[src/rtl/instr_fetch_pkg.sv]
// fetch_pkg: shared FSM state type, opcode constants and opcode field position helpers
package fetch_pkg;
    typedef enum logic [2:0] {IDLE, REQ, CAP, PRESENT, HALT} state_t;
    localparam logic [1:0] OP_MV  = 2'b00;
    localparam logic [1:0] OP_MVI = 2'b01;
    localparam logic [1:0] OP_ADD = 2'b10;
    localparam logic [1:0] OP_SUB = 2'b11;
    function automatic int op_hi(int dw);
        return dw - 1;
    endfunction
    function automatic int op_lo(int dw);
        return dw - 2;
    endfunction
endpackage

[src/rtl/instr_fetch_if.sv]
// instr_fetch_if: ROM read bus plus the DIN valid/ready word handshake
interface instr_fetch_if #(parameter int ADDR_W = 5, parameter int DATA_W = 8);
    logic [ADDR_W-1:0] rom_addr;
    logic [DATA_W-1:0] rom_q;
    logic [DATA_W-1:0] DIN;
    logic              din_valid;
    logic              din_ready;
    logic              Imm;
    modport master (output rom_addr, DIN, din_valid, Imm, input rom_q, din_ready);
    modport slave  (input rom_addr, DIN, din_valid, Imm, output rom_q, din_ready);
endinterface

[src/rtl/instr_fetch_edge_detect.sv]
// edge_detect: registered rising-edge pulse for the debounced Step key
module edge_detect (
    input  logic Clock,
    input  logic Reset,
    input  logic d,
    output logic rise
);
    logic prev;
    // remember last level and emit a one-cycle pulse on 0->1
    always_ff @(posedge Clock) begin
        if (Reset) begin
            prev <= 1'b0;
            rise <= 1'b0;
        end else begin
            prev <= d;
            rise <= d & ~prev;
        end
    end
endmodule

[src/rtl/instr_fetch.sv]
// instr_fetch: ROM fetch sequencer with DIN handshake and mvi immediate tagging (FETCH_WRAP_EN: wrap to 0 instead of halting)
module instr_fetch
    import fetch_pkg::*;
#(
    parameter int ADDR_W   = 5,
    parameter int DATA_W   = 8,
    parameter int PROG_LEN = 32
) (
    input  logic              Clock,
    input  logic              Reset,
    input  logic              Run,
    input  logic              Step,
    instr_fetch_if.master     bus,
    output logic [ADDR_W-1:0] PC,
    output logic              Done
);
    localparam int OH = op_hi(DATA_W);
    localparam int OL = op_lo(DATA_W);
    localparam logic [ADDR_W-1:0] LAST = ADDR_W'(PROG_LEN - 1);

    state_t            state, state_n;
    logic [ADDR_W-1:0] pc_n;
    logic              token, token_n, imm_pending, rise, last, go;

    edge_detect u_step (.Clock(Clock), .Reset(Reset), .d(Step), .rise(rise));

    assign last          = PC == LAST;
    assign go            = Run | token;
    assign bus.din_valid = state == PRESENT;
    assign Done          = state == HALT;

    // next state, next PC and step token; Run masks step edges
    always_comb begin
        state_n = state;
        pc_n    = PC;
        token_n = (state == IDLE && rise && !Run) ? 1'b1 : token;
        case (state)
            IDLE:    state_n = go ? REQ : IDLE;
            REQ:     state_n = CAP;
            CAP:     state_n = PRESENT;
            PRESENT: if (bus.din_ready) begin
                token_n = 1'b0;
`ifdef FETCH_WRAP_EN
                pc_n    = last ? '0 : PC + 1'b1;
                state_n = Run ? REQ : IDLE;
`else
                pc_n    = last ? PC : PC + 1'b1;
                state_n = last ? HALT : (Run ? REQ : IDLE);
`endif
            end
            HALT:    state_n = HALT;
            default: state_n = IDLE;
        endcase
    end

    // state, address and captured word; immediates never re-arm imm_pending
    always_ff @(posedge Clock) begin
        if (Reset) begin
            state        <= IDLE;
            PC           <= '0;
            bus.rom_addr <= '0;
            bus.DIN      <= '0;
            bus.Imm      <= 1'b0;
            token        <= 1'b0;
            imm_pending  <= 1'b0;
        end else begin
            state        <= state_n;
            PC           <= pc_n;
            bus.rom_addr <= pc_n;
            token        <= token_n;
            if (state == CAP) begin
                bus.DIN     <= bus.rom_q;
                bus.Imm     <= imm_pending;
                imm_pending <= (bus.rom_q[OH:OL] == OP_MVI) && !imm_pending;
            end
        end
    end
endmodule

[src/flat_wrapper.sv]
// flat-port wrapper written by rule: the top's interface ports become plain ports
module instr_fetch_flat import fetch_pkg::*;
#(
    parameter int ADDR_W   = 5,
    parameter int DATA_W   = 8,
    parameter int PROG_LEN = 32
)
  (Clock, Reset, Run, Step, PC, Done, bus_rom_addr, bus_DIN, bus_din_valid, bus_Imm, bus_rom_q, bus_din_ready);
  instr_fetch_if #(.ADDR_W(ADDR_W), .DATA_W(DATA_W)) bus_i ();
  input  logic Clock;
  input  logic Reset;
  input  logic Run;
  input  logic Step;
  output logic [ADDR_W-1:0] PC;
  output logic Done;
  output wire logic [$bits(bus_i.rom_addr)-1:0] bus_rom_addr;
  output wire logic [$bits(bus_i.DIN)-1:0] bus_DIN;
  output wire logic [$bits(bus_i.din_valid)-1:0] bus_din_valid;
  output wire logic [$bits(bus_i.Imm)-1:0] bus_Imm;
  input wire logic [$bits(bus_i.rom_q)-1:0] bus_rom_q;
  input wire logic [$bits(bus_i.din_ready)-1:0] bus_din_ready;
  assign bus_rom_addr = bus_i.rom_addr;
  assign bus_DIN = bus_i.DIN;
  assign bus_din_valid = bus_i.din_valid;
  assign bus_Imm = bus_i.Imm;
  assign bus_i.rom_q = bus_rom_q;
  assign bus_i.din_ready = bus_din_ready;
  instr_fetch #(.ADDR_W(ADDR_W), .DATA_W(DATA_W), .PROG_LEN(PROG_LEN)) u_core (.Clock(Clock), .Reset(Reset), .Run(Run), .Step(Step), .bus(bus_i), .PC(PC), .Done(Done));
endmodule
[config.mk]
export PLATFORM = sky130hd
export DESIGN_NAME = instr_fetch_flat
export DESIGN_NICKNAME = d
export VERILOG_FILES = /design/src/rtl/instr_fetch_pkg.sv /design/src/rtl/instr_fetch_if.sv /design/src/rtl/instr_fetch_edge_detect.sv /design/src/rtl/instr_fetch.sv /design/src/flat_wrapper.sv
export SDC_FILE = /design/constraint.sdc
export NUM_CORES = 1
export LEC_CHECK = 0
export BUFFER_PORTS_ARGS = -buffer_cell sky130_fd_sc_hd__buf_4
export CORE_MARGIN = 10
export CORE_UTILIZATION = 50
export CTS_BUF_LIST = sky130_fd_sc_hd__clkbuf_2
export DETAILED_ROUTE_END_ITERATION = 8
export PLACE_DENSITY = 0.8
export SYNTH_ARGS = -nofsm -noshare
export SYNTH_HDL_FRONTEND = slang
export SYNTH_HIERARCHICAL = 1
export SYNTH_SLANG_ARGS = --single-unit
[constraint.sdc]
create_clock -name Clock -period 3.9 [get_ports Clock]
set_input_delay 0.78 -clock Clock [delete_from_list [all_inputs] [get_ports Clock]]
set_output_delay 0.78 -clock Clock [all_outputs]
set_load 0.03 [all_outputs]
# After elaboration in Yosys (flattened, before gate mapping)

Cells that the tools add are included.

Bits in registers: 21
Input bits: 13
Output and inout bits: 21
Word-level logic and storage cells: 35

$add $sub $neg: 1
Eq/ne operators: 7
Mux-type cells: 8
Bitwise operators: 4
Reductions and logical operators: 7

Operators with widths:

| cell                                                            | count |
|---|---|
| 3-bit case mux with 5 select lines                              | 1 |
| 3-bit by 2-bit == test with 1-bit output, second input constant | 2 |
| 3-bit two-way mux                                               | 2 |
| 5-bit by 1-bit adder with 5-bit output, second input constant   | 1 |
| 5-bit == test, second input constant                            | 1 |
| 1-bit two-way mux                                               | 5 |
| 3-bit by 1-bit == test with 1-bit output, second input constant | 1 |
| 3-bit == test, second input constant                            | 1 |
| 1-bit logical AND                                               | 3 |
| 3-bit zero test                                                 | 1 |
| 3-bit AND reduction                                             | 1 |
| 2-bit by 1-bit == test with 1-bit output, second input constant | 1 |
| 1-bit zero test                                                 | 2 |
| 2-bit by 1-bit != test with 1-bit output, second input constant | 1 |
| 1-bit NOT                                                       | 2 |
| 1-bit bitwise AND                                               | 1 |
| 1-bit bitwise OR                                                | 1 |

# Longest topological paths before layout

Gate-level depths: netlist of run 1.

Depth in word-level cells: 6
Gate-level depth with buffers: 5
Gate-level depth less buffers: 5

# Hierarchy

Netlist of run 1, hierarchy kept.

By module, submodules not included:

| module      | times used | cells each | area each (sq um) | seq. area each (sq um) |
|---|---|---|---|---|
| instr_fetch | 1          | 89         | 894.6             | 380.4 |
| edge_detect | 1          | 4          | 58.8              | 40.0 |

# Least setup slack after synthesis of run 1

No wires, ideal clock.

Kind: reg-to-reg
Start point: register u_core.PC[0]
End point: register u_core.PC[2]
Library setup time: 0.123 ns
Arrival time: 1.694 ns
Data required time: 3.777 ns
Setup slack: 2.082 ns
Cell stages (with the launch flop): 6
Path buffers: 0
Period minus slack after synthesis: 1.818 ns
Cell sequence: dfxtp_1 ha_1 and3_1 ha_1 nor4b_2 mux2_1

Longest elaborated chain between the ends: 3
Elaborated cells on any way between the ends: 4
Those cells by class: 1 x add/sub; 1 x eq/ne; 1 x bitwise; 1 x reduce/logical

RTL lines:

| what                                                                                           | line              | text |
|---|---|---|
| from (decl)                                                                                    | instr_fetch.sv:14 | `output logic [ADDR_W-1:0] PC,` |
| from (signal assigned)                                                                         | instr_fetch.sv:68 | `PC <= pc_n;` |
| parallel branches: the longest is 3 deep, another holds 5-bit by 1-bit adder with 5-bit output | --                |  |

Parallel ways; which one is timed is not known.
A chain may end at the register's enable or synchronous reset.

# Worst setup path in the final report of run 1

Start point: register u_core.state[2]
End point: output bus_din_valid

Longest elaborated chain between the ends: 1

RTL lines:

| what                                     | line               | text |
|---|---|---|
| from (decl)                              | instr_fetch.sv:21  | `state_t state, state_n;` |
| from (signal assigned)                   | instr_fetch.sv:67  | `state <= state_n;` |
| 3-bit by 2-bit == test with 1-bit output | instr_fetch.sv:29  | `assign bus.din_valid = state == PRESENT;` |
| to (decl)                                | flat_wrapper.sv:18 | `output wire logic [$bits(bus_i.din_valid)-1:0] bus_din_valid;` |

Every way passes these cells.

==> results of run 1 <==
## cell usage in the layout (no fill, tap or decap), types with 2 or more instances in the layout
master	synthesis	final
buf_4	6	33
dfxtp_1	21	21
inv_1	2	2
ha_1	2	2
nand2b_1	4	4
clkbuf_2	0	3
nor3b_2	2	2
and3b_2	2	2
mux2_1	2	2
and3_1	2	2
a211oi_1	2	2
nor2_1	17	17
nor2b_1	4	4
mux2i_1	12	12
## power by group through the flow
stage / sequential, mW / combinational, mW / clock, mW
after floorplan: 0.246 / 0.0324 / 0
after global placement: 0.236 / 0.0663 / 0
after detailed placement: 0.236 / 0.0673 / 0
after CTS: 0.232 / 0.0676 / 0.0948
after global routing: 0.233 / 0.0719 / 0.104
final: 0.232 / 0.0671 / 0.0910
## area by class of cell
type	instances	area, um2	share of cell area [%]
inverter	2	7.51	0.629
clock buffer	3	15.0	1.26
multi-input combinational	61	467	39.1
sequential	21	420	35.2
timing repair buffer	33	248	20.8
tap	25	31.3	2.62
clock inverter	1	5.00	0.419
## metal layers
layer | track usage, % | part of all wire, % | up-vias
met4 | 4.92 | 0.58 | 0
met3 | 3.36 | 3.8 | 2
li1 | - | - | 372
met5 | 0 | 0 | -
met1 | 12.3 | 47 | 334
met2 | 15.5 | 48 | 15
## how the worst min path moves through the flow
stage                       startpoint                  to  slack, ps  cells past startpoint
global route        u_core/u_step/prev  u_core/u_step/rise        430                      1
floorplan           u_core/u_step/prev  u_core/u_step/rise        390                      1
finish              u_core/u_step/prev  u_core/u_step/rise        410                      1
detailed placement  u_core/u_step/prev  u_core/u_step/rise        410                      1
CTS                 u_core/u_step/prev  u_core/u_step/rise        420                      1
global placement    u_core/u_step/prev  u_core/u_step/rise        390                      1
## worst register-to-register path, stage by stage, from the launching register on
cell and delay, ps:
dfxtp_1 390, ha_1 230, and3_1 190, ha_1 280, nor4b_2 300, mux2_1 350
## cells by family (layout without fill, tap and decap cells)
family	Yosys count	after routing
muxes	15	15
and+or+nand+nor	38	38
AOI/OAI and AO/OA	6	6
adders and majority gates	2	2
DFF	21	21
buffers and inverters	11	39
## registers in the layout, summed over array words and instances (netlist names)
name / flops
u_core/u_step/rise: 1
u_core/bus.Imm: 1
u_core/PC: 5
u_core/u_step/prev: 1
u_core/imm_pending: 1
u_core/token: 1
u_core/bus.DIN: 8
u_core/state: 3
## stage by stage
stage / setup WS, ps / util [%] / cell area (um2)
after floorplan: 2080 / - / 953
after global placement: 2130 / 66.5 / 1170
final: 1750 / 67.7 / 1190
after detailed placement: 2120 / 66.5 / 1170
after global routing: 1630 / 67.7 / 1190
after CTS: 1720 / 67.7 / 1190
==> flow_metrics.py, run 1 <==
metrics = {
    "logic_synthesis": {
        "synthXorXnorAreaFrac_pct": 0,
        "synth_cells": 93,
        "synth-simple-area-share_pct": 25.6,
        "syn_area_um2": 953,
        "synthAdderAreaFrac_pct": 2.62,
        "yosys-top-cells-area": "dfxtp_1, mux2i_1, nor2_1",
        "synth_edf_count": 0,
        "yosysMostFrequentCell": "dfxtp_1",
        "synth_seq_cells": 21,
        "yosys_most_used_dff": "dfxtp_1",
        "synthMuxAreaShare_pct": 16.1,
        "synth_seq_area_share_pct": 44.1,
        "synth_warnings": 6,
        "synth_compound_area_share_pct": 4.59,
        "async_flop_share_pct": 0,
        "syn_area_per_cell_um2": 10.3,
        "synth.top_cell.area_share_pct": 44.1,
        "synth.distinct_cells": 27,
        "synthTopCellsByCount": "dfxtp_1, nor2_1, mux2i_1, buf_4",
        "syn_nets": 108,
        "yosys.area.top_type": "dfxtp_1",
        "synth_top_family_by_area": "simple AND/OR/NAND/NOR gates",
    },
    "floorplanning": {
        "die_h_um": 63.7,
        "core-area_um2": 1760,
        "chipWidth_um": 63.7,
        "rows": 15,
        "die_area_um2": 4050,
        "start_util_pct": 54.0,
        "num_io_pins": 34,
    },
    "place": {
        "io_buffers": 33,
        "place_inst": 142,
        "gp_congestion": 0.745,
        "dp_hpwl_um": 1550,
    },
    "clock_tree": {
        "cts_resized": 0,
        "insertion_delay_ps": 330,
        "clk_pin_slew_ps": 210,
        "post-cts-setup-buffers": 0,
        "cts_hold_buffers": 0,
        "cts-root-buf": "clkbuf_2",
        "cts.sink_count": 21,
        "cts_buffer_depth": 2,
        "htree_levels": 1,
        "cts_tree": "done",
        "cts_buffers": 3,
    },
    "worst_setup_path": {
        "crit_arrival_ps": 1370,
        "worstPathMaxFanout": 9,
        "cp_slowest_stage_delay_ps": 600,
        "path_buf_inv": 1,
        "crit_start": "u_core/state[2]",
        "rr_worst_depth": 5,
        "r2r_end": "u_core/PC[2]",
        "critPathLaunchType": "flip-flop",
        "worstPathRequired_ps": 3120,
        "cp_top_family": "flip-flops",
        "slowest_stage": "dfxtp_1",
        "crit_path_end": "bus_din_valid",
        "crit-reg2reg-launch": "u_core/PC[0]",
        "worstSetupPathType": "flip-flop to output port",
        "cp-end-kind": "output port",
        "regToRegSetupSlack_ps": 2090,
        "worstPathCellList": "and3b_2, buf_4",
        "worstSetupPathDepth": 2,
    },
    "pwr": {
        "finalPower_mw": 0.390,
        "switching_share_pct": 28.3,
        "p_switching_mw": 0.110,
        "power_density_nw_per_um2": 327,
        "p_int_mw": 0.279,
        "clockPowerShare_pct": 23.3,
        "seqPwrFrac_pct": 59.4,
        "comb_power_share_pct": 17.2,
        "vdd_ir_drop_max_mv": 0.267,
        "p_leak_nw": 0.532,
    },
    "timing": {
        "final_max_slew_viol_count": 0,
        "holdWs_ps": 408,
        "final_hold_viol_count": 0,
        "setup_viol": 0,
        "period_minus_slack_ps": 2150,
        "setup_tns_ps": 0,
        "tightest_slew_ps": 968,
        "rsz0062_at_grt": "no",
        "max-slew-margin-rel_pct": 35.2,
        "finClkSkew_ps": 16.9,
        "finalCritPeriodShare_pct": 55.2,
        "max_freq_mhz": 464,
    },
    "min_path": {
        "min_path_type": "flip-flop to flip-flop",
    },
    "route": {
        "ant_nets": 0,
        "drtPass1Iterations": 4,
        "drc": 0,
        "routed_wl_um": 2080,
        "vias": 723,
        "viasPerCell": 4.95,
        "wl_per_cell_um": 14.2,
        "drtIter0Drc": 12,
    },
    "job": {
        "cap_violations": 0,
    },
    "global_routing": {
        "grt_max_degree": 26,
        "antenna_found_initial": 0,
        "grt_pass1_vias": 702,
        "grt_first_pass_wirelength_um": 3350,
        "grt.total_usage_pct": 10.1,
        "overflow": 0,
    },
    "finish": {
        "antenna_cells": 0,
        "drive_gt1_share_pct": 38.0,
        "final_cell_count_no_fill": 146,
        "final_nets": 137,
        "syn_to_final_growth_pct": 25.2,
        "n_fill_cell": 160,
    },
    "status": {
        "status": "complete, no violations",
    },
}
(Power assumes the default switching activity.)
==> run 2, diff against run 1 <==
Settings changed: CORE_UTILIZATION 50 to 45, PLACE_DENSITY 0.8 to 0.76.
Clock period 3.9 ns to 1.85 ns, I/O delays scaled along.
==> flow_metrics.py, run 2 (same netlist as run 1, synthesis figures left out) <==
metrics = {
    "pwr": {
        "vdd_ir_drop_max_mv": 0.415,
        "seqPwrFrac_pct": 59.8,
        "switching_share_pct": 26.7,
        "comb_power_share_pct": 17.6,
        "p_int_mw": 0.599,
        "power_density_nw_per_um2": 673,
        "p_leak_nw": 0.540,
        "p_switching_mw": 0.218,
        "clockPowerShare_pct": 22.6,
    },
    "worst_setup_path": {
        "cp-end-kind": "flip-flop",
        "worstPathRequired_ps": 2070,
        "critPathLaunchType": "flip-flop",
        "crit_arrival_ps": 1980,
        "worstSetupPathType": "flip-flop to flip-flop",
        "worstPathMaxFanout": 6,
    },
    "clock_tree": {
        "cts.sink_count": 21,
        "cts-root-buf": "clkbuf_2",
        "clk_pin_slew_ps": 180,
        "post-cts-setup-buffers": 0,
        "htree_levels": 1,
        "insertion_delay_ps": 300,
        "cts_buffers": 3,
        "cts_buffer_depth": 2,
        "cts_tree": "done",
    },
    "timing": {
        "period_minus_slack_ps": 1760,
        "max-slew-margin-rel_pct": 83.3,
        "finalCritPeriodShare_pct": 95.1,
        "setup_viol": 0,
        "setup_tns_ps": 0,
        "final_max_slew_viol_count": 0,
        "rsz0062_at_grt": "no",
        "final_hold_viol_count": 0,
        "max_freq_mhz": 568,
        "finClkSkew_ps": 5.00,
        "tightest_slew_ps": 250,
    },
    "global_routing": {
        "overflow": 0,
        "grt.total_usage_pct": 10.2,
        "antenna_found_initial": 0,
        "grt_first_pass_wirelength_um": 3530,
        "grt_max_degree": 26,
        "grt_pass1_vias": 752,
    },
    "place": {
        "place_area_um2": 1190,
        "io_buffers": 33,
        "dp_hpwl_um": 1670,
        "gp_congestion": 0.756,
    },
    "route": {
        "viasPerCell": 4.88,
        "drc": 0,
        "ant_nets": 0,
        "drtPass1Iterations": 4,
        "wl_per_cell_um": 13.9,
        "vias": 732,
        "routed_wl_um": 2090,
        "drtIter0Drc": 16,
    },
    "floorplanning": {
        "rows": 16,
        "die_h_um": 66.0,
        "num_io_pins": 34,
        "die_area_um2": 4360,
        "core-area_um2": 1980,
        "start_util_pct": 48.1,
        "chipWidth_um": 66.0,
    },
    "job": {
        "cap_violations": 0,
    },
    "finish": {
        "fin_util_pct": 61.3,
        "antenna_cells": 0,
        "largest_reg_flops": 8,
        "final_nets": 139,
        "final_common_cell": "buf_4",
        "syn_to_final_growth_pct": 27.4,
        "largest_registers": "u_core/bus.DIN: 8 flops, u_core/PC: 5 flops, u_core/state: 3 flops",
        "n_fill_cell": 160,
        "design_area_um2": 1210,
        "regMostFlops": "u_core/bus.DIN",
        "final_cell_mix": "buf_4, dfxtp_1, nor2_1, mux2i_1",
        "drive_gt1_share_pct": 40.7,
    },
    "min_path": {
        "min_path_type": "primary input to flip-flop",
    },
    "status": {
        "status": "complete, no violations",
    },
}
[run 2: cell types whose count changed in the layout (fill, tap and decap cells not counted), sizes merged]
cell / delta
buf: +2
clkbuf: +1
clkinv: -1
[run 2: final cells by class]
class	count	area (um2)	share of cell area, %
Multi-Input combinational cell	61	469	38.6
Sequential cell	21	422	34.7
Timing Repair Buffer	35	263	21.6
Tap cell	27	33.8	2.78
Clock buffer	4	20.0	1.65
Inverter	2	7.51	0.618
[run 2: worst paths after layout]
| check | start | end | slack, ps | cells past startpoint |
|---|---|---|---|---|
| min | bus_din_ready | u_core/token | 260 | 2 |
| min reg2reg | u_core/u_step/prev | u_core/u_step/rise | 420 | 1 |
| max | u_core/PC[0] | u_core/PC[2] | 90 | 5 |
| max reg2reg | u_core/PC[0] | u_core/PC[2] | 90 | 5 |
[run 2: per-layer routing]
metal  routed length, um  global-route usage [%]  part of all wire (%)
met5                   0                       0                     0
met4                  14                    5.50                  0.67
met3                 116                    4.24                   5.5
met2                1110                    16.9                    53
met1                 851                    10.8                    41
[run 2: stage by stage]
stage | total power [mW] | hold WS, ps | instances | setup slack (ps)
after floorplan | 0.587 | 387 | 93 | 32.3
after global placement | 0.640 | 394 | 146 | 121
after detailed placement | 0.643 | 404 | 146 | 50.5
after CTS | 0.834 | 234 | 150 | 25.6
after global routing | 0.869 | 222 | 150 | 20.8
final | 0.817 | 256 | 150 | 90.8
[run 2: repair_timing]
| item | 4_1_cts | 5_1_grt |
|---|---|---|
| setup endpoints to repair | 0 | 3 |
| hold buffers | 0 | 0 |
| gates resized for setup | 0 | 2 |
[run 2: power groups by stage]
stage                     registers [mW]  logic, mW  clock network (mW)
final                              0.489      0.144               0.185
after CTS                          0.489      0.146               0.200
after floorplan                    0.518     0.0683                   0
after global routing               0.492      0.156               0.221
after global placement             0.497      0.143                   0
after detailed placement           0.498      0.145                   0
[run 2: critical path: stages, from the launching register on]
cell and delay (ps):
dfxtp_1 400, ha_1 230, and3_1 180, ha_2 220, nor4b_2 300, mux2_1 340
